[src/rtl/fm_cordic_pkg.sv]
// Shared constants and types for the FM discriminator phase CORDIC.
// ATAN holds round(atan(2^-i) * 32768 / pi), so 0x8000 is -pi.
package fm_cordic_pkg;

  localparam int unsigned CORDIC_W = 34;

  localparam logic [15:0] PHASE_HALF_PI     = 16'h4000;
  localparam logic [15:0] PHASE_NEG_HALF_PI = 16'hC000;

  localparam logic [15:0] ATAN [16] = '{
    16'd8192, 16'd4836, 16'd2555, 16'd1297, 16'd651, 16'd326, 16'd163, 16'd81,
    16'd41,   16'd20,   16'd10,   16'd5,    16'd3,   16'd1,   16'd1,   16'd0
  };

  typedef enum logic [1:0] {
    StIdle,
    StRotate,
    StOutput
  } state_e;

endpackage

[src/rtl/cordic_step.sv]
// One combinational CORDIC vectoring micro-rotation: drives y towards zero
// and accumulates the applied rotation into z.
module cordic_step
  import fm_cordic_pkg::*;
(
  input  logic signed [CORDIC_W-1:0] x,
  input  logic signed [CORDIC_W-1:0] y,
  input  logic        [15:0]         z,
  input  logic        [3:0]          shift,
  input  logic        [15:0]         atan,
  output logic signed [CORDIC_W-1:0] x_next,
  output logic signed [CORDIC_W-1:0] y_next,
  output logic        [15:0]         z_next
);

  logic signed [CORDIC_W-1:0] x_shr;
  logic signed [CORDIC_W-1:0] y_shr;
  logic                       rot_pos;

  assign x_shr   = x >>> shift;
  assign y_shr   = y >>> shift;
  assign rot_pos = ~y[CORDIC_W-1];

  assign x_next = rot_pos ? x + y_shr : x - y_shr;
  assign y_next = rot_pos ? y - x_shr : y + x_shr;
  assign z_next = rot_pos ? z + atan  : z - atan;

endmodule

[src/rtl/fm_phase_cordic.sv]
// Iterative CORDIC phase (and optional magnitude) of the FM discriminator product.
// Define FM_CORDIC_MAG_EN to place the magnitude in tdata[31:16].
module fm_phase_cordic
  import fm_cordic_pkg::*;
#(
  parameter int unsigned C_S00_AXIS_TDATA_WIDTH = 64,
  parameter int unsigned C_M00_AXIS_TDATA_WIDTH = 32,
  parameter int unsigned ITERATIONS             = 16
) (
  input  logic                                s00_axis_aclk,
  input  logic                                s00_axis_aresetn,
  input  logic                                s00_axis_tvalid,
  input  logic                                s00_axis_tlast,
  input  logic [C_S00_AXIS_TDATA_WIDTH-1:0]   s00_axis_tdata,
  input  logic [C_S00_AXIS_TDATA_WIDTH/8-1:0] s00_axis_tstrb,
  output logic                                s00_axis_tready,
  input  logic                                m00_axis_tready,
  output logic                                m00_axis_tvalid,
  output logic                                m00_axis_tlast,
  output logic [C_M00_AXIS_TDATA_WIDTH-1:0]   m00_axis_tdata,
  output logic [C_M00_AXIS_TDATA_WIDTH/8-1:0] m00_axis_tstrb
);

  state_e                     state_q, state_d;
  logic [3:0]                 iter_q, iter_d;
  logic signed [CORDIC_W-1:0] x_q, x_d, y_q, y_d;
  logic [15:0]                z_q, z_d;
  logic                       zero_q, zero_d;
  logic                       last_q, last_d;
  logic                       tvalid_q, tvalid_d;
  logic                       tlast_q, tlast_d;
  logic [31:0]                tdata_q, tdata_d;

  logic signed [CORDIC_W-1:0] in_re, in_im;
  logic signed [CORDIC_W-1:0] x_step, y_step;
  logic [15:0]                z_step;
  logic [15:0]                phase;
  logic [31:0]                out_word;
  logic                       last_iter;
  logic                       unused_tstrb;

  assign unused_tstrb = ^s00_axis_tstrb;

  assign in_re = {{(CORDIC_W-32){s00_axis_tdata[31]}}, s00_axis_tdata[31:0]};
  assign in_im = {{(CORDIC_W-32){s00_axis_tdata[63]}}, s00_axis_tdata[63:32]};

  assign last_iter = (iter_q == 4'(ITERATIONS - 1));

  cordic_step u_step (
    .x      (x_q),
    .y      (y_q),
    .z      (z_q),
    .shift  (iter_q),
    .atan   (ATAN[iter_q]),
    .x_next (x_step),
    .y_next (y_step),
    .z_next (z_step)
  );

  // Zero input has no defined angle; force a clean 0 rather than the CORDIC drift.
  assign phase = zero_q ? 16'h0000 : z_step;

`ifdef FM_CORDIC_MAG_EN
  logic [15:0] mag;

  always_comb begin
    mag = x_step[31:16];
    if (zero_q || x_step[CORDIC_W-1]) begin
      mag = 16'h0000;
    end else if (|x_step[CORDIC_W-2:32]) begin
      mag = 16'hFFFF;
    end
  end

  assign out_word = {mag, phase};
`else
  assign out_word = {{16{phase[15]}}, phase};
`endif

  always_comb begin
    state_d  = state_q;
    iter_d   = iter_q;
    x_d      = x_q;
    y_d      = y_q;
    z_d      = z_q;
    zero_d   = zero_q;
    last_d   = last_q;
    tvalid_d = tvalid_q;
    tlast_d  = tlast_q;
    tdata_d  = tdata_q;
    unique case (state_q)
      StIdle: begin
        if (s00_axis_tvalid && s00_axis_tready) begin
          zero_d  = (s00_axis_tdata[63:0] == 64'd0);
          last_d  = s00_axis_tlast;
          iter_d  = '0;
          state_d = StRotate;
          // Fold left half-plane inputs into x >= 0 so the iterations converge.
          if (!in_re[CORDIC_W-1]) begin
            x_d = in_re;
            y_d = in_im;
            z_d = 16'h0000;
          end else if (!in_im[CORDIC_W-1]) begin
            x_d = in_im;
            y_d = -in_re;
            z_d = PHASE_HALF_PI;
          end else begin
            x_d = -in_im;
            y_d = in_re;
            z_d = PHASE_NEG_HALF_PI;
          end
        end
      end
      StRotate: begin
        x_d    = x_step;
        y_d    = y_step;
        z_d    = z_step;
        iter_d = iter_q + 4'd1;
        if (last_iter) begin
          iter_d   = '0;
          tvalid_d = 1'b1;
          tlast_d  = last_q;
          tdata_d  = out_word;
          state_d  = StOutput;
        end
      end
      StOutput: begin
        if (m00_axis_tready) begin
          tvalid_d = 1'b0;
          state_d  = StIdle;
        end
      end
      default: state_d = StIdle;
    endcase
  end

  always_ff @(posedge s00_axis_aclk or negedge s00_axis_aresetn) begin
    if (!s00_axis_aresetn) begin
      state_q  <= StIdle;
      iter_q   <= '0;
      x_q      <= '0;
      y_q      <= '0;
      z_q      <= '0;
      zero_q   <= 1'b0;
      last_q   <= 1'b0;
      tvalid_q <= 1'b0;
      tlast_q  <= 1'b0;
      tdata_q  <= '0;
    end else begin
      state_q  <= state_d;
      iter_q   <= iter_d;
      x_q      <= x_d;
      y_q      <= y_d;
      z_q      <= z_d;
      zero_q   <= zero_d;
      last_q   <= last_d;
      tvalid_q <= tvalid_d;
      tlast_q  <= tlast_d;
      tdata_q  <= tdata_d;
    end
  end

  // Gated by reset so the upstream sees not-ready while the block is held in reset.
  assign s00_axis_tready = (state_q == StIdle) && s00_axis_aresetn;
  assign m00_axis_tvalid = tvalid_q;
  assign m00_axis_tlast  = tlast_q;
  assign m00_axis_tdata  = tdata_q;
  assign m00_axis_tstrb  = 4'hF;

endmodule
[config.mk]
export PLATFORM = sky130hd
export DESIGN_NAME = fm_phase_cordic
export DESIGN_NICKNAME = d
export VERILOG_FILES = /design/src/rtl/fm_cordic_pkg.sv /design/src/rtl/cordic_step.sv /design/src/rtl/fm_phase_cordic.sv
export SDC_FILE = /design/constraint.sdc
export NUM_CORES = 1
export LEC_CHECK = 0
export ABC_AREA = 1
export BUFFER_PORTS_ARGS = -buffer_cell sky130_fd_sc_hd__buf_2
export CORE_ASPECT_RATIO = 1.75
export CORE_MARGIN = 3
export CORE_UTILIZATION = 40
export DETAILED_ROUTE_END_ITERATION = 6
export GPL_TIMING_DRIVEN = 0
export PLACE_DENSITY = 0.69
export SKIP_LAST_GASP = 1
export SLEW_MARGIN = 0
export SYNTH_ARGS = -nofsm -noshare
export SYNTH_HDL_FRONTEND = slang
export SYNTH_SLANG_ARGS = --single-unit
[constraint.sdc]
create_clock -name s00_axis_aclk -period 5.6 [get_ports s00_axis_aclk]
set_input_delay 0 -clock s00_axis_aclk [delete_from_list [all_inputs] [get_ports s00_axis_aclk]]
set_output_delay 0 -clock s00_axis_aclk [all_outputs]
set_load 0.02 [all_outputs]
Word level (Yosys, flattened, before mapping)
Memory sizes are Yosys's and may differ from the RTL's. Cells that the tools add are included. W data, S select, Z words.

Add/sub/neg operators: 9. Reductions and logical operators: 11. Muxes and demuxes: 28. Order comparisons: 1. Equality and inequality tests: 6. Bitwise operators: 1. Shifts and indexed selects: 2.

Operator list (number): $mux W34 (8); $pmux W34 S2 (2); $mux W16 (7); $add A34 B34 Y34 (2); $neg A32 Y34 (2); $sshr A34 B4 Y34 (2); $sub A34 B34 Y34 (2); $logic_not A64 Y1 (1); $pmux W16 S2 (1); $add A16 B16 Y16 (1); $sub A16 B16 Y16 (1); $mux W4 (2); $pmux W4 S2 (1); $mux W2 (3); $ne A2 B2 Y1 const B (3); $pmux W2 S3 (1); $reduce_and A2 Y1 (3); $reduce_and A3 Y1 (2); $ge A5 B5 Y1 const B (1); $not A4 Y5 (1); $add A4 B1 Y4 const B (1); $eq A4 B4 Y1 const B (1); $reduce_bool A2 Y1 (2); $eq A2 B1 Y1 const B (1); 5 further kinds (7).

Logic and storage cells: 69. ROM bits: 256. Bits of input ports: 77. Memories kept: 1. Output and inout port bits: 39. Flip-flop bits (word level): 110.

Memory list: (name not given) (depth 16, width 16, read ports 1, clocked after memory_dff 0, wr ports 0, line fm_phase_cordic.sv:54) `.atan (ATAN[iter_q]),`.

Longest topological paths before layout
Depth in word-level cells: 7. Depth in mapped cells: 33. Mapped depth without buffers: 31.

Hierarchy
Synthesis repeated with hierarchy kept, for this count alone.

Cell total of the unflattened synthesis: 3238. Area total of the unflattened synthesis: 17912.2 µm².

Modules (own cells, without submodules): cordic_step (cells each 1963, area an instance 9975.8 µm², sequential area each 0.0 µm², instances 1); fm_phase_cordic (cells each 1275, area an instance 7936.4 µm², sequential area each 2752.6 µm², instances 1).

Worst setup path before layout
No wires, ideal clock.

Path kind: register to register. From: register iter_q[0]. To: register z_q[12]. Data required time: 5.482 ns. Setup time: 0.118 ns. Slack: 1.601 ns. Buffers on the path: 3. Period minus slack after synthesis: 3.999 ns. Data arrival time: 3.881 ns. Cell stages (with the launch flop): 25. Path through: dfrtp_1 buf_6 inv_4 buf_6 buf_6 ha_1 nor2_1 a21oi_1 o21ai_0 inv_1 ha_1 inv_1 o21ai_0 fa_1 o21ai_0 nand2_1 a21oi_1 nand2_1 nand2_1 nand2_1 nand2_1 a31oi_1 or2_2 nand3_1 nand2_1.

Word-level cells in the longest chain between the ends: 7. Elaborated cells on any way between the ends: 8. Classes of those cells: 2 x add/sub; 4 x mux; 1 x bitwise; 1 x memory.

Ends and longest elaborated chain: from (decl) (line fm_phase_cordic.sv:25) `logic [3:0] iter_q, iter_d;`; from (signal assigned) (line fm_phase_cordic.sv:151) `iter_q <= iter_d;`; $not A4 Y5 (not written as such) (*) (line fm_phase_cordic.sv:54); $mem_v2 Z16 W16 (*); $mux W16 (not written as such) (*) (2 in a row) (line fm_phase_cordic.sv:54); $add A16 B16 Y16 or $sub A16 B16 Y16 (tied branches) (line cordic_step.sv:26) `assign z_next = rot_pos ? z + atan : z - atan;`; $mux W16 (*) (line cordic_step.sv:26); $pmux W16 S2 (*) (line fm_phase_cordic.sv:91) `unique case (state_q)`; to (signal assigned) (line fm_phase_cordic.sv:154) `z_q <= z_d;`; to (decl) (line fm_phase_cordic.sv:27) `logic [15:0] z_q, z_d;`.

Every way passes the cells marked *; elsewhere a longest branch is shown, timed or not. The select of a mux whose other input is x is not followed. A chain may end at the register's enable or synchronous reset.

Final worst setup path
From: register iter_q[1]. To: register x_q[18].

Word-level cells in the longest chain between the ends: 4. Elaborated cells on any way between the ends: 5. Classes of those cells: 2 x add/sub; 1 x shift; 2 x mux.

Ends and longest elaborated chain: $sshr A34 B4 Y34 (*) (line cordic_step.sv:21) `assign y_shr = y >>> shift;`; $add A34 B34 Y34 or $sub A34 B34 Y34 (tied branches) (line cordic_step.sv:24) `assign x_next = rot_pos ? x + y_shr : x - y_shr;`; $mux W34 (*) (line cordic_step.sv:24); $pmux W34 S2 (*) (line fm_phase_cordic.sv:91); to (signal assigned) (line fm_phase_cordic.sv:141) `x_q <= '0;`; to (signal assigned) (line fm_phase_cordic.sv:152) `x_q <= x_d;`; to (decl) (line fm_phase_cordic.sv:26) `logic signed [CORDIC_W-1:0] x_q, x_d, y_q, y_d;`.

Every way passes the cells marked *; elsewhere a longest branch is shown, timed or not.

==> flow_summary_export.csv <==
group,metric,value,unit
sta,finalHoldViolations,0,
clock_tree,clkSlewWorstSetupHoldPaths,0.09,ns
yosys,synth-warning-count,0,
clock_tree,cts_tree,"yes",
final_layout,n_antenna_cell,0,
placed_design,io_buffer_count,102,
floorplan,dieWidth,163,µm
global_route,grt_first_pass_wirelength,129000,µm
setup_path,worstPathMaxFanout,8,
yosys,synth_top_cell_area_share,18.3,%
floorplan,io_pins,116,
yosys,synth-edff-count,0,
global_route,grt_max_degree,61,
job,cap_violations,0,
sta,fmax,188,MHz
final_layout,fin_nets,3312,
yosys,synth.area.top_cells,"nand2_1, dfrtp_1, nand3_1",
sta,fin_crit,5.31,ns
clock_tree,cts_buffers,9,
clock_tree,clk_path_buf_depth,2,
sta,finClkSkew,0.0128,ns
setup_path,crit_required,5.84,ns
run_status,violations,"DRC",
sta,finalSetupViolations,0,
clock_tree,clk_latency,0.40,ns
routing,drtIter0Drc,2088,
routing,dr_wl_met3,6210,µm
routing,routed_wl,88500,µm
clock_tree,cts_max_level,3,
floorplan,die-height,281,µm
run_status,status,"finished with violations",
setup_path,cp.arrival,5.55,ns
sta,tightest_slew,1.43,ns
floorplan,start_util,40.6,%
yosys,synth_common_cells,"nand2_1, nand3_1, nor2_1",
yosys,syn_inst,3018,
routing,highest_layer,"met5",
routing,vias,22100,
routing,drt_first_pass_iters,7,
hold_path,hp-class,"in2reg",
yosys,ys_seq_area_share,15.9,%
sta,slew_violations,0,
yosys,netlist_area,17300,µm²
placed_design,gp_congestion,1.08,
yosys,synthDistinctLibCells,54,
floorplan,rows,100,
clock_tree,cts.sinks,110,
yosys,synthFlopType,"dfrtp_1",
placed_design,hpwl,72200,µm
routing,vias_per_cell,5.96,
routing,drc,8,
floorplan,core-area,42700,µm²
global_route,grt.total_usage,37.8,%
sta,rsz0062_at_grt,"yes",
sta,slew-limit-headroom,3.99,%
yosys,yosys_register_bits,110,
setup_path,worst-setup-path-type,"reg2reg",
clock_tree,post_cts_buffers,0,
final_layout,synthToLayoutAreaGrowth,9.21,%
sta,tns,0,ns
floorplan,die-area,46000,µm²
global_route,grt_pass1_vias,21200,
final_layout,drive_gt1_share,8.43,%
sta,period_share,94.9,%
routing,drt-wirelength-per-cell,23.9,µm
yosys,synth.avg_cell_area,5.75,µm²
setup_path,end_kind,"flip-flop",
routing,ant_nets,0,
yosys,synth_most_common_cell,"nand2_1",
global_route,grt_remaining_overflow,0,
global_route,grt_antenna_before_repair,1,
yosys,synthArstFlopShare,100,%
clock_tree,cts-root-buf,"clkbuf_16",
sta,hold_ws,0.0534,ns
routing,met1_length,29600,µm
yosys,yosysTopAreaCell,"nand2_1",
setup_path,startpoint_type,"flip-flop",
routing,dr_wl_met2,42200,µm
[worst max-delay path, cell delays in order, from the launching register on]
cell and delay [ns]:
dfrtp_1 0.63, inv_2 0.17, nor2_1 0.45, a21oi_1 0.14, nand3_1 0.19, nand2_1 0.21, ha_1 0.24, inv_1 0.12
nand2_1 0.08, xor2_1 0.39, ha_1 0.38, nand3_1 0.14, nand3_1 0.27, a21boi_1 0.47, inv_1 0.12, a21oi_1 0.30
o21bai_1 0.14, o21ai_0 0.55, a31oi_1 0.16
[cell type report]
| class | instances | area [µm²] |
|---|---|---|
| clock inverter | 7 | 73.8 |
| tap | 561 | 702 |
| multi-input combinational | 2508 | 12800 |
| clock buffer | 9 | 225 |
| timing repair buffer | 107 | 584 |
| fill | 4960 | 23700 |
| buffer | 142 | 785 |
| sequential | 110 | 2750 |
| inverter | 261 | 982 |
[cells by family (layout without fill, tap and decap cells)]
kind of cell / Yosys count / in the layout / share of synthesized area (%)
compound gates: 569 / 569 / 18.6
xor+xnor: 104 / 104 / 5.25
fa+ha+maj: 96 / 96 / 7.06
buf+inv: 403 / 526 / 10.2
flops: 110 / 110 / 15.9
mux: 1 / 1 / 0.0649
other cells: 1 / 4 / 0.0216
simple gates: 1734 / 1734 / 42.9
[flip-flops by register name (all words and copies together), names as in the netlist]
signal and count:
y_q 34, x_q 34, zero_q 1, last_q 1
state_q 2, m00_axis_tvalid 1, m00_axis_tlast 1, iter_q 4
z_q 16, m00_axis_tdata 16
[layout by cell type (no fill, tap or decap), types with 9 or more instances in the layout]
master / count
buf_4: 29
o221ai_1: 19
xnor2_1: 35
nand2_1: 847
buf_6: 15
a31oi_1: 54
o21bai_1: 18
clkbuf_1: 55
buf_2: 131
nand4_1: 32
o21ai_0: 193
xor2_1: 69
ha_1: 93
dfrtp_1: 110
nor2_1: 328
nor2_2: 14
nand2_2: 9
a21oi_1: 203
nand3b_1: 11
buf_1: 14
inv_2: 13
o21ai_1: 11
clkbuf_16: 9
nand3_1: 415
nor4_1: 10
a21o_1: 13
o211ai_1: 14
nor3_1: 39
inv_1: 246
[layer usage]
layer | vias up | track usage (%)
li1 | 10400 | -
met1 | 10100 | 39.0
met2 | 1173 | 65.5
met3 | 426 | 4.85
met4 | 2 | 34.9
met5 | - | 0
[what timing repair did]
action                                  CTS  global route
hold buffers                              4             0
resized for setup                         0             2
endpoints found under the setup margin    0             4
hold endpoints to repair                 57             0
[worst paths after layout]
check	startpoint	to	slack [ns]	depth (start not counted)
max	iter_q[1]	x_q[18]	0.29	18
min	s00_axis_tdata[2]	x_q[2]	0.05	3
max reg2reg	iter_q[1]	x_q[18]	0.29	18
min reg2reg	m00_axis_tlast	m00_axis_tlast	0.47	2
max in group asynchronous	s00_axis_aresetn	x_q[23]	4.73	3
min in group asynchronous	s00_axis_aresetn	y_q[11]	0.13	2
[stage by stage]
step / worst slack, ns / cells / utilization [%] / area [µm²]
global placement: 0.315 / 3684 / 43.5 / 18600
global route: -0.0508 / 3705 / 44.4 / 18900
floorplan: 1.60 / 3021 / - / 17400
finish: 0.288 / 3705 / 44.4 / 18900
CTS: 0.360 / 3705 / 44.4 / 18900
detailed placement: 0.393 / 3685 / 43.6 / 18600
Power is left out: the tool's default activity adds up to more than one toggle a clock period on the data nets, which glitch-free logic cannot reach.
